## src/rtl/pipe_ctrl.sv

```systemverilog
// Pipeline sequencing controller: per-stage stop/kill/flush, fetch redirect and stall watchdog.
// Optional performance counters are enabled by defining PIPE_CTRL_PERF_EN.
module pipe_ctrl #(
    parameter int FLUSH_CYCLES = 1,
    parameter int WDOG_W       = 8
) (
    input  logic        clk,
    input  logic        reset,
    input  logic        ex_redirect,
    input  logic [31:0] ex_redirect_pc,
    input  logic        id_load_use,
    input  logic        imem_wait,
    input  logic        dmem_wait,
    output logic        if_stop,
    output logic        if_kill,
    output logic [31:0] if_jump_pc,
    output logic        id_stop,
    output logic        id_flush,
    output logic        ex_stop,
    output logic        mem_stop,
    output logic [1:0]  ctrl_state,
`ifdef PIPE_CTRL_PERF_EN
    output logic [31:0] perf_stall_cnt,
    output logic [31:0] perf_flush_cnt,
`endif
    output logic        wdog_err
);

    typedef enum logic [1:0] {
        ST_RUN     = 2'd0,
        ST_FLUSH   = 2'd1,
        ST_MEMWAIT = 2'd2
    } state_t;

    localparam logic [1:0]        FLUSH_LOAD = 2'(FLUSH_CYCLES - 1);
    localparam logic [WDOG_W-1:0] WDOG_MAX   = '1;
    localparam logic [WDOG_W-1:0] WDOG_ONE   = {{(WDOG_W-1){1'b0}}, 1'b1};

    state_t            state;
    state_t            state_next;
    logic [1:0]        flush_cnt;
    logic [1:0]        flush_cnt_next;
    logic              pc_capture;
    logic [WDOG_W-1:0] wdog_cnt;
    logic              stall_cycle;

    logic if_stop_c;
    logic if_kill_c;
    logic id_stop_c;
    logic id_flush_c;
    logic ex_stop_c;
    logic mem_stop_c;

    always_ff @(posedge clk or negedge reset) begin
        if (!reset) begin
            state      <= ST_RUN;
            flush_cnt  <= '0;
            if_jump_pc <= '0;
        end else begin
            state     <= state_next;
            flush_cnt <= flush_cnt_next;
            if (pc_capture) begin
                if_jump_pc <= ex_redirect_pc;
            end
        end
    end

    // MEM stalls beat redirects, which beat ID/fetch stalls.
    always_comb begin
        state_next     = state;
        flush_cnt_next = flush_cnt;
        pc_capture     = 1'b0;
        if_stop_c      = 1'b0;
        if_kill_c      = 1'b0;
        id_stop_c      = 1'b0;
        id_flush_c     = 1'b0;
        ex_stop_c      = 1'b0;
        mem_stop_c     = 1'b0;
        case (state)
            ST_RUN: begin
                if (dmem_wait) begin
                    if_stop_c  = 1'b1;
                    id_stop_c  = 1'b1;
                    ex_stop_c  = 1'b1;
                    mem_stop_c = 1'b1;
                    state_next = ST_MEMWAIT;
                end else if (ex_redirect) begin
                    id_flush_c     = 1'b1;
                    pc_capture     = 1'b1;
                    flush_cnt_next = FLUSH_LOAD;
                    state_next     = ST_FLUSH;
                end else if (id_load_use || imem_wait) begin
                    if_stop_c  = 1'b1;
                    id_stop_c  = 1'b1;
                    id_flush_c = 1'b1;
                end
            end
            ST_FLUSH: begin
                if_kill_c  = 1'b1;
                id_flush_c = 1'b1;
                ex_stop_c  = dmem_wait;
                mem_stop_c = dmem_wait;
                if (flush_cnt == 2'd0) begin
                    state_next = ST_RUN;
                end else begin
                    flush_cnt_next = flush_cnt - 2'd1;
                end
            end
            ST_MEMWAIT: begin
                if (dmem_wait) begin
                    if_stop_c  = 1'b1;
                    id_stop_c  = 1'b1;
                    ex_stop_c  = 1'b1;
                    mem_stop_c = 1'b1;
                end else begin
                    state_next = ST_RUN;
                end
            end
            default: begin
                state_next = ST_RUN;
            end
        endcase
    end

    // RUN-state controls follow the inputs, so they must be masked during reset.
    assign if_stop    = reset & if_stop_c;
    assign if_kill    = reset & if_kill_c;
    assign id_stop    = reset & id_stop_c;
    assign id_flush   = reset & id_flush_c;
    assign ex_stop    = reset & ex_stop_c;
    assign mem_stop   = reset & mem_stop_c;
    assign ctrl_state = state;

    assign stall_cycle = if_stop & ~if_kill;

    always_ff @(posedge clk or negedge reset) begin
        if (!reset) begin
            wdog_cnt <= '0;
            wdog_err <= 1'b0;
        end else if (stall_cycle) begin
            if (wdog_cnt != WDOG_MAX) begin
                wdog_cnt <= wdog_cnt + WDOG_ONE;
            end
            if (wdog_cnt >= WDOG_MAX - WDOG_ONE) begin
                wdog_err <= 1'b1;
            end
        end else begin
            wdog_cnt <= '0;
        end
    end

`ifdef PIPE_CTRL_PERF_EN
    always_ff @(posedge clk or negedge reset) begin
        if (!reset) begin
            perf_stall_cnt <= '0;
            perf_flush_cnt <= '0;
        end else begin
            if (if_stop) begin
                perf_stall_cnt <= perf_stall_cnt + 32'd1;
            end
            if (pc_capture) begin
                perf_flush_cnt <= perf_flush_cnt + 32'd1;
            end
        end
    end
`endif

endmodule

```

## config.mk

```make
export PLATFORM = sky130hd
export DESIGN_NAME = pipe_ctrl
export DESIGN_NICKNAME = d
export VERILOG_FILES = /design/src/rtl/pipe_ctrl.sv
export SDC_FILE = /design/constraint.sdc
export NUM_CORES = 1
export LEC_CHECK = 0
export CORE_MARGIN = 2
export CORE_UTILIZATION = 46
export DETAILED_ROUTE_END_ITERATION = 7
export PLACE_DENSITY = 0.85
export SYNTH_ARGS = -nofsm -noshare
export SYNTH_HDL_FRONTEND = slang
export SYNTH_SLANG_ARGS = --single-unit
```

## constraint.sdc

```tcl
create_clock -name clk -period 4.2 [get_ports clk]
set_clock_uncertainty 0.2 [all_clocks]
set_input_delay 0.42 -clock clk [delete_from_list [all_inputs] [get_ports clk]]
set_output_delay 0.42 -clock clk [all_outputs]
set_load 0.02 [all_outputs]
```

==> results of run 1 <==
==> per-layer routing <==
layer | global-route usage [%] | wire, um | vias to the layer above
met5 | 0 | 0 | -
met3 | 5.994 | 296 | 10
li1 | - | - | 689
met1 | 23.92 | 1870 | 657
met4 | 6.754 | 103 | 0
met2 | 26.82 | 1676 | 59
==> power by group through the flow <==
stage          sequential [mW]  clock [mW]  combinational (mW)
2_1_floorplan            0.732           0               0.149
3_3_place_gp             0.601           0               0.549
3_5_place_dp             0.606           0               0.559
4_1_cts                  0.598       0.263               0.560
5_1_grt                  0.614       0.279               0.586
6_report                 0.597       0.253               0.553
==> stage by stage <==
step,util [%],hold WS [ns],cells,worst slack (ns)
2_1_floorplan,-,-0.07559,149,2.149
3_3_place_gp,68.11,0.05505,273,1.451
3_5_place_dp,68.11,0.06001,273,1.410
4_1_cts,70.40,0.2967,282,1.397
5_1_grt,70.40,0.3160,282,1.292
6_report,70.40,0.2914,282,1.418
==> critical path: cells and delay by family <==
family | cells | cell delay, ns
buf+inv | 3 | 1.24
compound gates | 1 | 0.41
simple gates | 1 | 0.09
==> area by class of cell <==
type,instances,area (um^2)
clock buffer,6,72.57
clock inverter,2,10.01
timing repair buffer,81,800.8
sequential,45,1126
tap,50,62.56
fill,298,1192
multi-input combinational,92,742.0
inverter,6,22.52
==> flip-flops by register name (all words and copies together) (netlist names) <==
register	count
ctrl_state	2
flush_cnt	2
if_jump_pc	32
wdog_cnt	8
wdog_err	1
==> placed cells by master, fill, tap and decap left out, drive strengths merged, types with 3 or more instances in the layout <==
cell type      netlist  routed
a21oi                5       5
buf                  6       3
clkbuf               0       6
clkdlybuf4s50        0      77
dfrtp               45      45
ha                   3       3
inv                  6       6
mux2                33      33
nand2                7       7
nor2                 9       9
nor3                 9       9
o21ai                5       5
==> cells in the mapped netlist (2+ instances only) <==
master / instances
dfrtp_1: 45
mux2_2: 31
nor2_1: 9
nor3_1: 8
nand2_1: 7
inv_1: 6
a21oi_1: 5
o21ai_0: 5
buf_6: 3
ha_1: 3
a211oi_1: 2
a31oi_1: 2
buf_4: 2
mux2_1: 2
nor2b_1: 2
nor3b_1: 2
==> worst min-delay path by stage <==
stage	slack [ns]	start	endpoint
final	0.29	wdog_err	wdog_err
after global routing	0.32	reset	ctrl_state[0]
after CTS	0.30	wdog_err	wdog_err
after detailed placement	0.06	reset	flush_cnt[1]
after global placement	0.06	reset	flush_cnt[1]
after floorplan	-0.08	reset	ctrl_state[0]
==> kinds of logic after synthesis <==
| family | Yosys count | synth area share (%) |
|---|---|---|
| AO/OA/AOI/OAI | 18 | 5.855 |
| XOR/XNOR | 1 | 0.4505 |
| adder cells (fa/ha/maj) | 3 | 1.931 |
| buffers and inverters | 12 | 3.925 |
| flip-flops | 45 | 57.92 |
| multiplexers | 33 | 19.11 |
| AND/OR/NAND/NOR | 37 | 10.81 |
==> repair_timing <==
item / in CTS / in global routing
hold buffers: 1 / 0
setup endpoints to repair: 0 / 0
resized for setup: 0 / 0
endpoints found under the hold margin: 3 / 0
==> qor.yml, run 1 <==
outcome:
  status: "finished clean"
clock_network:
  cts.clk_slew.worst_paths_ns: 0.07
  clkSinkCount: 45
  h-tree-depth: 2
  cts-root-buf: "clkbuf_8"
  post_cts.repair.setup_buffers: 0
  cts_buffer_depth: 2
  cts_tree: "yes"
  worstSkewPairLatency_ns: 0.30
  cts_buffers: 5
floorplan:
  num_io_pins: 79
  die-height_um: 69.02
  die_x_um: 69.02
  start_util_pct: 48.26
  placementRows: 23
  placeableCoreArea_um2: 4029
  design.die.area_um2: 4763
synth:
  synth_area_per_cell_um2: 13.05
  ys_top_cells_by_area: "dfrtp_1, mux2_2, nor3_1"
  edff_count_synth: 0
  synth_top_cell_area_share_pct: 57.92
  yosys_warnings: 0
  synth_seq_cells: 45
  synth.net_count: 190
  yosysTopAreaCell: "dfrtp_1"
  postSynth.asyncResetShare_pct: 100.0
  ys_dominant_reg_cell: "dfrtp_1"
  synthesis.area_um2: 1944
  portion_of_the_post_synthesis_area_used_by_sequential_elements_pct: 57.92
  post_synth_num_cell_types: 31
  syn_inst: 149
setup_path:
  critical_path_arrival_ns: 2.16
  cp-end-kind: "output port"
  slowest_stage: "clkdlybuf4s50_1"
  worstPathCellList: "clkdlybuf4s50_1 -> nor3_1 -> o211ai_2 -> inv_1 -> clkdlybuf4s50_1"
  critical_path.reg2reg.startpoint: "ctrl_state[1]"
  timing.rr.end: "if_jump_pc[28]"
  critical_path.endpoint: "if_stop"
  r2r_cells: 3
  r2r_setup_slack_ns: 2.37
  path_common_cell: "clkdlybuf4s50_1"
  critical-path-max-stage-delay_ns: 0.57
  setup.worst_path.start_class: "input pin"
  cp.required_ns: 3.58
  worst_path_max_fanout: 10
  setup.worst_path.class: "input pin to output port"
  worstSetupStartpoint: "ex_redirect"
placement:
  gp_congestion: 0.7665
  buffer_ports.inserted: 78
  postPlaceCellArea_um2: 2744
  hpwl_mm: 2.819
timing:
  fin_tns_setup_ns: 0
  final_max_slew_viol_count: 0
  fin_crit_sh_pct: 66.25
  worst_pin_slew_ns: 0.5135
  max_slew_margin_pct: 65.77
  period_needed_ns: 2.782
  final_setup_violations: 0
  clock.fmax_mhz: 359.4
  finalHoldViolCount: 0
  grt_setup_unrepaired: "no"
hold_path:
  min_path_cells: 1
  min-delay-path-class: "register to register"
cells_and_area:
  post_route_cells_drive_above_1_share_pct: 18.97
  area_growth_pct: 45.88
  final_nets: 272
  antenna_cells: 0
  post-route-cell-area_um2: 2836
global_route:
  antenna_found_initial: 0
  grt_use_total_pct: 17.81
  pin_count_of_the_biggest_net_entering_global_routing: 43
  first_pass_grt_wire_length_mm: 6.796
  number_of_global_route_vias_before_repair: 1430
  overflow: 0
power:
  switchingPower_uw: 445.2
  power.combinational.fraction_pct: 39.4
  cellInternalPower_uw: 957.2
  power_mw: 1.402
  p_leak_nw: 1.178
  cellPowerDensity_nw_per_um2: 494.4
  share_clk_of_total_power_pct: 18.0
  ir_worst_vdd_uv: 252.5
  sw_frac_of_total_pct: 31.75
  power.sequential.fraction_pct: 42.6
detailed_routing:
  dr.pass1.iters: 3
  first_iter_violations: 58
  via_count: 1415
  avgViaCountPerCell: 5.018
  route.detailed.wl_per_inst_um: 14.00
  drc: 0
  wirelength_mm: 3.947
  postRouteAntennaNets: 0
flow_run:
  drv.max_cap_violation_count: 0
Note: power is estimated with default switching activity, not from simulation.
==> run 2, diff against run 1 <==
Settings changed: CORE_UTILIZATION 46 to 43, PLACE_DENSITY 0.85 to 0.8.
Clock period 4.2 ns to 2.7 ns, I/O delays scaled along.
==> run 2 against run 1 <==
  * Critical path depth is the same
  * Non-clock buffer count grew 1
  * Worst hold slack lost 0.10 ns
  * Via count grew 0.99%
  * Routed wire length grew 0.53%
  * First-iteration DRC count grew 66%
  * Utilization shrank 4.6 points
  * Count of clock-buffer cells in the layout shrank 1
  * Flip-flop and latch count is the same
  * Combinational power grew 56%
  * Clock power grew 64%
  * Largest cell class unchanged
  * Largest power group unchanged
==> qor.yml, run 2 (synthesized netlist as in run 1, its figures left out) <==
timing:
  grt_setup_unrepaired: "no"
  fin_ws_ns: 0.3183  # -1.099 ns
  fin_tns_setup_ns: 0  # unchanged
  finalHoldViolCount: 0  # unchanged
  fin_crit_sh_pct: 88.21
  clock.fmax_mhz: 419.9
  final_max_slew_viol_count: 0  # unchanged
  final_setup_violations: 0  # unchanged
  period_needed_ns: 2.382
  max_slew_margin_pct: 65.74  # about the same
  worst_pin_slew_ns: 0.5139  # +0.0004165 ns
power:
  power.combinational.fraction_pct: 39.1  # -0.3 points
  ir_worst_vdd_uv: 300.5  # +19%
  share_clk_of_total_power_pct: 18.7  # +0.7 points
  cellPowerDensity_nw_per_um2: 770.7  # +56%
  power.sequential.fraction_pct: 42.2  # -0.4 points
  power_mw: 2.209  # +58%
  cellInternalPower_mw: 1.498  # +57%
  p_leak_nw: 1.185  # +0.61%
  switchingPower_uw: 711.0  # +60%
  sw_frac_of_total_pct: 32.19  # +0.44 points
clock_network:
  cts.clk_slew.worst_paths_ns: 0.08  # about the same
  cts_buffers: 5  # unchanged
  cts_buffer_depth: 2  # unchanged
  post_cts.resized_instances: 0  # unchanged
  clkSinkCount: 45  # unchanged
  h-tree-depth: 2  # unchanged
  cts_tree: "yes"
  worstSkewPairLatency_ns: 0.29  # about the same
  cts-root-buf: "clkbuf_8"
cells_and_area:
  max_flop_register: "if_jump_pc"
  final_nets: 273  # +0.37%
  antenna_cells: 0  # unchanged
  post_route_cells_drive_above_1_share_pct: 19.74  # +0.78 points
  multi_input_comb_area_um2: 742.0  # unchanged
  layout_commonest_cell: "clkdlybuf4s50_1"
  reg_top3: "if_jump_pc (32), wdog_cnt (8)"
  largest_register_ffs: 32  # unchanged
  area_growth_pct: 47.43
  layout.cells.most_common_list: "clkdlybuf4s50_1, dfrtp_1, mux2_2"
  sequential_cell_area_um2: 1126  # unchanged
  post-route-cell-area_um2: 2867  # +1.1%
  final.fill_count: 378  # +27%
setup_path:
  critical_path_arrival_ns: 1.91  # -0.25 ns
  timing.rr.end: "if_jump_pc[8]"
  r2r_cells: 3  # unchanged
  worstPathCellList: "dlygate4sd3_1 -> buf_2 -> nand2_1 -> a21oi_1 -> clkdlybuf4s50_1"
  setup.worst_path.start_class: "input pin"
  r2r_setup_slack_ns: 1.02  # -1.35 ns
  cp.required_ns: 2.23  # -1.35 ns
  critical-path-max-stage-delay_ns: 0.64  # +0.07 ns
  worst_path_max_fanout: 8  # -2
  critical_path.reg2reg.startpoint: "ctrl_state[1]"
  cp-end-kind: "output port"
  slowest_stage: "clkdlybuf4s50_1"
  setup.worst_path.class: "input pin to output port"
global_route:
  pin_count_of_the_biggest_net_entering_global_routing: 43  # unchanged
  antenna_found_initial: 0  # unchanged
  first_pass_grt_wire_length_mm: 6.458  # -5.0%
  number_of_global_route_vias_before_repair: 1410  # -1.4%
  overflow: 0  # unchanged
  grt_use_total_pct: 16.25  # -1.6 points
detailed_routing:
  avgViaCountPerCell: 5.014  # about the same
  postRouteAntennaNets: 0  # unchanged
  first_iter_violations: 96  # +66%
  via_count: 1429  # +0.99%
  route.detailed.wl_per_inst_um: 13.92  # -0.53%
  dr.pass1.iters: 4  # +1
  drc: 0  # unchanged
  wirelength_mm: 3.968  # +0.53%
placement:
  gp_congestion: 0.7706  # +0.53%
  hpwl_mm: 2.875  # +2.0%
  preCtsSetupSlack_ns: 0.3869  # -1.023 ns
  postPlaceCellArea_um2: 2766  # +0.82%
  buffer_ports.inserted: 78  # unchanged
floorplan:
  num_io_pins: 79  # unchanged
  start_util_pct: 44.66  # -3.6 points
  placeableCoreArea_um2: 4354  # +8.1%
  die-height_um: 71.25  # +3.2%
  design.die.area_um2: 5076  # +6.6%
  placementRows: 24  # +4.3%
  die_x_um: 71.25  # +3.2%
outcome:
  status: "finished clean"
hold_path:
  min-delay-path-class: "input pin to asynchronous set/reset pin"
flow_run:
  drv.max_cap_violation_count: 0  # unchanged
-- run 2: changes by cell type in the layout (fill, tap and decap cells not counted) --
cell        change
buf_12          +1
clkbuf_1        -1
clkinv_2        -1
clkinvlp_4      +1
inv_6           +1
-- run 2: layer usage --
| metal | GRT usage, % | wire length, um | up-vias |
|---|---|---|---|
| li1 | - | - | 688 |
| met1 | 21.60 | 1840 | 676 |
| met2 | 25.51 | 1695 | 60 |
| met3 | 5.204 | 378 | 5 |
| met4 | 5.241 | 53 | 0 |
| met5 | 0 | 0 | - |
-- run 2: worst max-delay path: cells and delay by family --
kind,cells,cell delay [ns]
buffers and inverters,3,1.41
AND/OR/NAND/NOR,1,0.07
AO/OA/AOI/OAI,1,0.17
-- run 2: worst max path at each step --
stage / start / endpoint / slack (ns)
2_1_floorplan: ctrl_state[1] / if_stop / 0.80
5_1_grt: ctrl_state[1] / id_stop / 0.23
3_5_place_dp: ex_redirect / id_flush / 0.39
4_1_cts: ctrl_state[1] / id_stop / 0.30
3_3_place_gp: ex_redirect / id_flush / 0.37
6_report: reset / ex_stop / 0.32
-- run 2: cell type report --
cell class / count / area share (%)
Multi-Input combinational cell: 92 / 25.88
Tap cell: 52 / 2.270
Timing Repair Buffer: 82 / 28.63
Sequential cell: 45 / 39.28
Inverter: 6 / 0.7857
Clock inverter: 3 / 0.7420
Clock buffer: 5 / 2.401
-- run 2: metrics by stage --
stage,hold slack [ns],instances,utilization (%)
6_report,0.1893,285,65.83
5_1_grt,0.1929,285,65.83
3_3_place_gp,-0.09307,276,63.53
3_5_place_dp,-0.09432,276,63.53
4_1_cts,0.1594,285,65.83
2_1_floorplan,-0.2256,149,-
-- run 2: timing repair --
item	4_1_cts	5_1_grt
hold buffers	1	0
hold endpoints to repair	45	0
buffers inserted	0	0
-- run 2: power by group through the flow --
stage / registers, mW / logic, mW / clock network [mW]
6_report: 0.932 / 0.864 / 0.414
3_5_place_dp: 0.949 / 0.873 / 0
3_3_place_gp: 0.940 / 0.859 / 0
4_1_cts: 0.935 / 0.875 / 0.433
2_1_floorplan: 1.14 / 0.232 / 0
5_1_grt: 0.961 / 0.917 / 0.457
